==> src/rtl/if_fetch.sv <==
// Instruction fetch stage: one outstanding imem request, single-entry hold buffer, halt and redirect handling.
// Optional performance counters are built only when IF_FETCH_PERF_EN is defined.
module if_fetch (
  input  logic        clk,
  input  logic        rst,
  input  logic        stall,
  input  logic        halt_i,
  input  logic        redirect,
  input  logic [31:0] redirect_pc,
  output logic        imem_req,
  output logic [31:0] imem_addr,
  input  logic        imem_ready,
  input  logic [31:0] imem_rdata,
  output logic [31:0] ins_o,
  output logic [31:0] pc_o,
  output logic        ins_valid,
  output logic [31:0] perf_fetch_cnt,
  output logic [31:0] perf_stall_cnt
);

  localparam int unsigned XLEN = 32;
  localparam logic [XLEN-1:0] HALT_INS = XLEN'(32'h0000_000C);
  localparam logic [XLEN-1:0] PC_STEP  = XLEN'(4);
  localparam logic [XLEN-1:0] ALIGN_MASK = ~XLEN'(3);

  typedef enum logic [1:0] {
    FETCH  = 2'd0,
    HOLD   = 2'd1,
    HALTED = 2'd2
  } state_t;

  state_t            state, state_nxt;
  logic [XLEN-1:0]   pc, pc_nxt;
  logic [XLEN-1:0]   ibuf, ibuf_nxt;
  logic              consume;

  // State, pc and buffer registers
  always_ff @(posedge clk) begin
    if (rst) begin
      state <= FETCH;
      pc    <= '0;
      ibuf  <= '0;
    end else begin
      state <= state_nxt;
      pc    <= pc_nxt;
      ibuf  <= ibuf_nxt;
    end
  end

  // Next state and fetch-side outputs; presentation is combinational so a
  // returning word reaches IF/ID in the same cycle it arrives.
  always_comb begin
    state_nxt = state;
    pc_nxt    = pc;
    ibuf_nxt  = ibuf;
    imem_req  = 1'b0;
    ins_o     = '0;
    ins_valid = 1'b0;
    consume   = 1'b0;

    if (!rst) begin
      case (state)
        FETCH: begin
          imem_req = 1'b1;
          if (imem_ready && !redirect) begin
            ins_o     = imem_rdata;
            ins_valid = 1'b1;
          end
        end
        HOLD: begin
          if (!redirect) begin
            ins_o     = ibuf;
            ins_valid = 1'b1;
          end
        end
        HALTED: begin
          ins_o = HALT_INS;
        end
        default: begin
          state_nxt = FETCH;
        end
      endcase

      // A halt request blocks consumption even when decode is ready
      consume = ins_valid && !stall && !halt_i;

      if (redirect) begin
        pc_nxt    = redirect_pc & ALIGN_MASK;
        ibuf_nxt  = '0;
        state_nxt = FETCH;
      end else if (halt_i) begin
        ibuf_nxt  = '0;
        state_nxt = HALTED;
      end else if (consume) begin
        pc_nxt    = pc + PC_STEP;
        state_nxt = FETCH;
      end else if (state == FETCH && imem_ready && stall) begin
        ibuf_nxt  = imem_rdata;
        state_nxt = HOLD;
      end
    end
  end

  assign imem_addr = pc;
  assign pc_o      = pc;

`ifdef IF_FETCH_PERF_EN
  logic [XLEN-1:0] fetch_cnt;
  logic [XLEN-1:0] stall_cnt;

  // Consumed-instruction and stalled-presentation counters, wrapping
  always_ff @(posedge clk) begin
    if (rst) begin
      fetch_cnt <= '0;
      stall_cnt <= '0;
    end else begin
      if (consume) begin
        fetch_cnt <= fetch_cnt + XLEN'(1);
      end
      if (ins_valid && stall) begin
        stall_cnt <= stall_cnt + XLEN'(1);
      end
    end
  end

  assign perf_fetch_cnt = fetch_cnt;
  assign perf_stall_cnt = stall_cnt;
`else
  assign perf_fetch_cnt = '0;
  assign perf_stall_cnt = '0;
`endif

endmodule

==> config.mk <==
export PLATFORM = sky130hd
export DESIGN_NAME = if_fetch
export DESIGN_NICKNAME = d
export VERILOG_FILES = /design/src/rtl/if_fetch.sv
export SDC_FILE = /design/constraint.sdc
export NUM_CORES = 1
export LEC_CHECK = 0
export ABC_AREA = 1
export BUFFER_PORTS_ARGS = -buffer_cell sky130_fd_sc_hd__buf_2
export CAP_MARGIN = 5
export CORE_ASPECT_RATIO = 1.25
export CORE_MARGIN = 2
export CORE_UTILIZATION = 51
export CTS_CLUSTER_SIZE = 25
export DETAILED_ROUTE_END_ITERATION = 10
export PLACE_DENSITY = 0.87
export SLEW_MARGIN = 20
export SYNTH_ARGS = -nofsm -noshare
export SYNTH_HDL_FRONTEND = slang
export SYNTH_SLANG_ARGS = --single-unit
==> constraint.sdc <==
create_clock -name clk -period 2.54 [get_ports clk]
set_clock_uncertainty 0.2 [all_clocks]
set_input_delay 0.127 -clock clk [delete_from_list [all_inputs] [get_ports clk]]
set_output_delay 0.127 -clock clk [all_outputs]
set_load 0.02 [all_outputs]
==> results of run 1 <==
-- power by group through the flow --
| stage | combinational [mW] | sequential [mW] | clock, mW |
|---|---|---|---|
| after global routing | 0.706 | 1.10 | 1.28 |
| after CTS | 0.642 | 1.09 | 1.23 |
| after floorplan | 0.469 | 1.14 | 0 |
| after global placement | 0.553 | 1.11 | 0 |
| after detailed placement | 0.558 | 1.11 | 0 |
| final | 0.653 | 1.09 | 1.21 |
-- flip-flops by register name (all words and copies together) (netlist names) --
signal and cells:
ibuf 32, imem_addr 30, state 2
-- how the worst min path moves through the flow --
stage	from	end
2_1_floorplan	halt_i	state[1]$_SDFFE_PP0P_
3_3_place_gp	halt_i	state[1]$_SDFFE_PP0P_
3_5_place_dp	halt_i	state[1]$_SDFFE_PP0P_
4_1_cts	rst	ibuf[27]$_SDFFE_PP0P_
5_1_grt	rst	ibuf[27]$_SDFFE_PP0P_
6_report	rst	ibuf[28]$_SDFFE_PP0P_
-- through the flow --
stage,instances,hold WS [ns],area (µm²),utilization
final,1046,0.0164,6150,0.677
after global routing,1046,0.0504,6150,0.677
after detailed placement,959,0.171,5150,0.567
after floorplan,801,0.0511,4990,-
after CTS,1046,0.0271,6150,0.677
after global placement,959,0.168,5150,0.567
-- synthesized netlist by cell type (5+ instances only) --
master and instances:
nand2_1 176, buf_4 102, nor2_1 75, dfxtp_1 64, nand3_1 60, a21oi_1 54
inv_1 54, a22oi_1 34, nand4_1 32, clkbuf_1 22, buf_2 11, nor2_4 7
nor2_2 6, nand2_2 5, o21bai_1 5, xnor2_1 5
-- logic make-up (layout without fill, tap and decap cells) --
family | after synthesis | after routing | synth area share
AND/OR/NAND/NOR | 364 | 364 | 0.341
buffers and inverters | 194 | 316 | 0.238
AO/OA/AOI/OAI | 102 | 102 | 0.132
flip-flops | 64 | 64 | 0.270
XOR/XNOR | 8 | 8 | 0.0148
adder cells (fa/ha/maj) | 1 | 1 | 0.00264
other | 1 | 68 | 0.000791
-- layout make-up --
| type | count | area [µm²] |
|---|---|---|
| Clock inverter | 6 | 60.1 |
| Sequential cell | 64 | 1280 |
| Timing Repair Buffer | 244 | 1620 |
| Tap cell | 123 | 154 |
| Clock buffer | 10 | 229 |
| Multi-Input combinational cell | 543 | 2590 |
| Inverter | 56 | 215 |
| Fill cell | 737 | 2930 |
-- layer usage --
metal  global-route usage  vias to the layer above  wire length [µm]
met1                0.292                     2318              5250
met5                    0                        -                 0
met2                0.473                      270              7030
met4                0.137                        0               444
li1                     -                     2595                 -
met3               0.0386                       43               931
-- worst max-delay path, cell delays in order (launching register included) --
cell	delay, ns
dfxtp_1	0.31
inv_1	0.10
nand2_1	0.09
nor2_2	0.35
buf_12	0.23
a22oi_1	0.09
nor2_1	0.14
buf_2	0.19
-- what timing repair did --
item	4_1_cts	5_1_grt
hold buffers	71	0
endpoints found under the hold margin	63	0
resized for setup	0	0
==> flow_metrics.tcl, run 1 <==
set metrics [dict create \
    ioPinCount 232 \
    clock_sinks 64 \
    synth.distinct_cells 30 \
    power_frac_clock 0.410 \
    yosysSeqAreaShare 0.270 \
    synth_edf_count 0 \
    setup_violations 0 \
    maxSlewViolCount 0 \
    clock-root-buffer "clkbuf_16" \
    rsz0062_at_grt "no" \
    combPwrFrac 0.221 \
    yosysWarnings 0 \
    pre_cts_slack_ns 0.594 \
    synth_cells 734 \
    synth_ff_type "dfxtp_1" \
    hold_depth 4 \
    vias_per_cell 5.00 \
    htreeDepth 3 \
    globalplace.congestion 0.853 \
    area.growth.synth_to_final_pct 29.6 \
    cts.clk_slew.worst_paths_ns 0.06 \
    gr-total-overflow 0 \
    synth.top_cell.area_share 0.270 \
    criticalPathCategory "reg2out" \
    drv_cap 0 \
    syn-mean-instance-area_um2 6.46 \
    outcome "finished clean" \
    antenna_left 0 \
    cts_buffer_depth 2 \
    critPathLaunch "state[1]$_SDFFE_PP0P_" \
    row_count 39 \
    coreArea_um2 9080 \
    fp.dieH_um 112 \
    max_freq_ghz 0.464 \
    r2r_start "imem_addr[3]$_SDFFE_PP0P_" \
    grt_pass1_wl_mm 22.0 \
    hp-class "in2reg" \
    cts_tree "built" \
    yosys.area.top_type "dfxtp_1" \
    antenna_found_initial 0 \
    drc 0 \
    detail_route.iter0.violations 258 \
    cellLeakagePower_nw 2.91 \
    worstReg2RegEnd "imem_addr[14]$_SDFFE_PP0P_" \
    relSlewSlack 0.582 \
    final_common_cell "nand2_1" \
    totalWireLength_mm 13.7 \
    crit_end "ins_o[21]" \
    fin_crit_ns 2.16 \
    cp_max_fo 26 \
    cts_buffers 9 \
    drtPass1Iterations 5 \
    fin_tns_setup_ns 0 \
    hold_viol 0 \
    nets 989 \
    num_vias 5226 \
    layout_common_cells "nand2_1, buf_2, nor2_1" \
    grt_pass1_vias 4835 \
    power_mw 2.96 \
    synth_seq_cells 64 \
    p_seq_frac 0.369 \
    async_reset_ff_frac 0 \
    critPathArrivalTime_ns 1.83 \
    worstSkewPairLatency_ns 0.33 \
    antenna_cells 0 \
    p_int_mw 2.03 \
    dp_hpwl_mm 8.50 \
    grt_start_max_net_pins 60 \
    io_buffers 161 \
    start_kind "register" \
    post-cts-setup-buffers 0 \
    power-per-cell-area_nw_per_um2 482 \
    start_util 0.522 \
    wl_per_cell_um 13.1 \
    dieArea_um2 10100 \
    critical_path_required_ns 2.21 \
    power_switching_mw 0.929 \
    die_width_um 90.2 \
    gr-usage-all-layers 0.260 \
    worst_pin_slew_ns 0.628 \
    ir_worst_vdd_uv 305 \
    synth_area_leaders "dfxtp_1, buf_4, nand2_1" \
    setup_ws_ns 0.383 \
    worstRegToRegCells 10 \
    post-route-period-util 0.849 \
    syn-cell-area_um2 4740 \
    sw_frac_of_total 0.314 \
    end_kind "primary output" \
    drive_gt1_frac 0.230 \
    reg2reg_slack_ns 0.65 \
]
Power figures use the tool's default switching activity.
==> run 2, diff against run 1 <==
- ABC_AREA: 1 -> 0
- CORE_UTILIZATION: 51 -> 45
- PLACE_DENSITY: 0.87 -> 0.81
- clock period: 2.54 -> 2.15 ns (I/O delays scaled with it)
==> run 2 against run 1 <==
Compared with the run above:
- final area decreased by 3.9%
- combinational power increased by 16%
- clock power increased by 7%
- setup slack got worse by 0.32 ns
- register-to-register slack got worse by 0.52 ns
- synthesized cell count decreased by 22%
- critical path depth increased by 1
- die area increased by 1.1%
- largest cell class unchanged
==> flow_metrics.tcl, run 2 <==
set metrics [dict create \
    setup_violations 0 \
    synth_edf_count 0 \
    grt_pass1_wl_mm 21.0 \
    ioPinCount 232 \
    cts_buffer_depth 2 \
    critical_path_required_ns 1.84 \
    r2r_start "imem_addr[3]$_SDFFE_PP0P_" \
    outcome "finished clean" \
    yosysSeqAreaShare 0.303 \
    post-route-period-util 0.970 \
    antenna_cells 0 \
    cp_max_fo 7 \
    relSlewSlack 0.544 \
    row_count 39 \
    dp_hpwl_mm 8.52 \
    start_util 0.464 \
    yosysWarnings 0 \
    end_kind "primary output" \
    dieArea_um2 10200 \
    vias_per_cell 5.28 \
    drive_gt1_frac 0.299 \
    final_common_cell "buf_2" \
    start_kind "register" \
    drtPass1Iterations 5 \
    cts.clk_slew.worst_paths_ns 0.05 \
    crit_end "ins_o[2]" \
    grt_start_max_net_pins 37 \
    critPathArrivalTime_ns 1.78 \
    async_reset_ff_frac 0 \
    drv_cap 0 \
    worstReg2RegEnd "imem_addr[12]$_SDFFE_PP0P_" \
    gr-usage-all-layers 0.251 \
    rsz0062_at_grt "yes" \
    yosys.area.top_type "dfxtp_1" \
    totalWireLength_mm 13.8 \
    cts_tree "built" \
    synth_ff_type "dfxtp_1" \
    reg2reg_slack_ns 0.13 \
    synth.most_common_cell "buf_4" \
    syn-mean-instance-area_um2 7.35 \
    worst_pin_slew_ns 0.684 \
    maxSlewViolCount 0 \
    synth_cells 576 \
    fp.dieH_um 112 \
    antenna_found_initial 0 \
    synth.top_cell.area_share 0.303 \
    antenna_left 0 \
    ir_worst_vdd_uv 413 \
    clock-root-buffer "clkbuf_16" \
    n_fill_cell 774 \
    power-per-cell-area_nw_per_um2 564 \
    hold_viol 0 \
    critPathLaunch "state[1]$_SDFFE_PP0P_" \
    hp-class "in2reg" \
    gr-total-overflow 0 \
    clock_sinks 64 \
    io_buffers 161 \
    detail_route.iter0.violations 342 \
    die_width_um 90.8 \
    finish.cell_count_without_fillers 910 \
    nets 855 \
    worstRegToRegCells 7 \
    placedInstanceArea_um2 4840 \
    synth.distinct_cells 54 \
    num_vias 4807 \
    htreeDepth 3 \
    globalplace.congestion 0.950 \
    synth_area_leaders "dfxtp_1, buf_4, nand2_1" \
    top_register "ibuf" \
    final_area_um2 5900 \
    coreArea_um2 9130 \
    layout_common_cells "buf_2, nand2_1, conb_1" \
    synth_seq_cells 64 \
    area.growth.synth_to_final_pct 39.5 \
    largest_reg_flops 32 \
    wl_per_cell_um 15.1 \
    max_freq_ghz 0.479 \
    placed_cells 825 \
    worstSkewPairLatency_ns 0.33 \
    yosys-top-cells-count "buf_4, nand2_1, dfxtp_1" \
    fin_crit_ns 2.09 \
    cts_buffers 9 \
    drc 0 \
    syn-cell-area_um2 4230 \
    cellLeakagePower_nw 2.71 \
    criticalPathCategory "reg2out" \
    grt_pass1_vias 4437 \
]
[run 2: cell types whose count changed after synthesis, sizes merged, moves of 10 or more]
cell	delta
inv	-50
and3	+12
nor4	+10
buf	-14
nand3	-43
clkbuf	+11
nand2	-89
nand4	-19
nor2	-28
[run 2: layer usage]
metal / share of wire / vias up / GRT usage
li1: - / 2261 / -
met1: 0.36 / 2218 / 0.271
met2: 0.53 / 296 / 0.473
met3: 0.085 / 32 / 0.0617
met4: 0.025 / 0 / 0.0862
met5: 0 / - / 0
[run 2: power breakdown]
group	switching (mW)	internal [mW]
clock network	0.492	0.797
logic	0.469	0.287
registers	0.0548	1.23
[run 2: stage by stage]
step	TNS [ns]	util	setup WS, ns	hold slack (ns)	power [mW]
after global routing	-0.0286	0.647	-0.0248	0.0406	3.47
after CTS	0	0.629	0.00948	0.00595	3.32
after floorplan	0	-	0.00506	0.0435	1.84
after global placement	0	0.531	0.0985	0.141	1.92
after detailed placement	0	0.531	0.0589	0.145	1.94
final	0	0.647	0.0641	0.0102	3.33
[run 2: how the worst min path moves through the flow]
stage / slack (ns) / from / end / cells after the start
after floorplan: 0.04 / imem_rdata[0] / ibuf[0]$_SDFFE_PP0P_ / 2
after global placement: 0.14 / rst / state[1]$_SDFFE_PP0P_ / 2
after detailed placement: 0.14 / rst / state[1]$_SDFFE_PP0P_ / 2
after CTS: 0.006 / redirect_pc[31] / imem_addr[31]$_SDFFE_PP0P_ / 4
after global routing: 0.04 / redirect_pc[31] / imem_addr[31]$_SDFFE_PP0P_ / 4
final: 0.01 / redirect_pc[31] / imem_addr[31]$_SDFFE_PP0P_ / 4
[run 2: layout make-up]
cell class | count | area, µm² | area share
Clock inverter | 1 | 5.00 | 0.000848
Timing Repair Buffer | 265 | 1850 | 0.313
Multi-Input combinational cell | 439 | 2340 | 0.396
Clock buffer | 13 | 250 | 0.0424
Tap cell | 123 | 154 | 0.0261
Inverter | 5 | 18.8 | 0.00318
Sequential cell | 64 | 1280 | 0.218
[run 2: worst max-delay path, stage by stage, from the launching register on]
cell and delay, ns:
dfxtp_2 0.36, buf_6 0.12, nand2b_4 0.13, nor2_4 0.04, buf_6 0.14, clkbuf_16 0.16, a221oi_4 0.25, nor2_1 0.08
buf_4 0.17
[run 2: cell families (layout without fill, tap and decap cells)]
kind of cell,after synthesis,in the layout,share of synthesized area
flip-flops,64,64,0.303
AO/OA/AOI/OAI,133,133,0.198
other,1,68,0.000886
AND/OR/NAND/NOR,230,230,0.266
multiplexers,2,2,0.00502
adder cells (fa/ha/maj),1,1,0.00295
XOR/XNOR,5,5,0.0103
buffers and inverters,140,284,0.215
[run 2: what timing repair did]
| item | in CTS | in global routing |
|---|---|---|
| setup buffers | 0 | 4 |
| gates cloned | 0 | 4 |
| hold buffers | 63 | 0 |
| pin swaps | 0 | 5 |
| endpoints found under the hold margin | 62 | 0 |
| gates resized for setup | 1 | 14 |
| setup endpoints to repair | 1 | 39 |
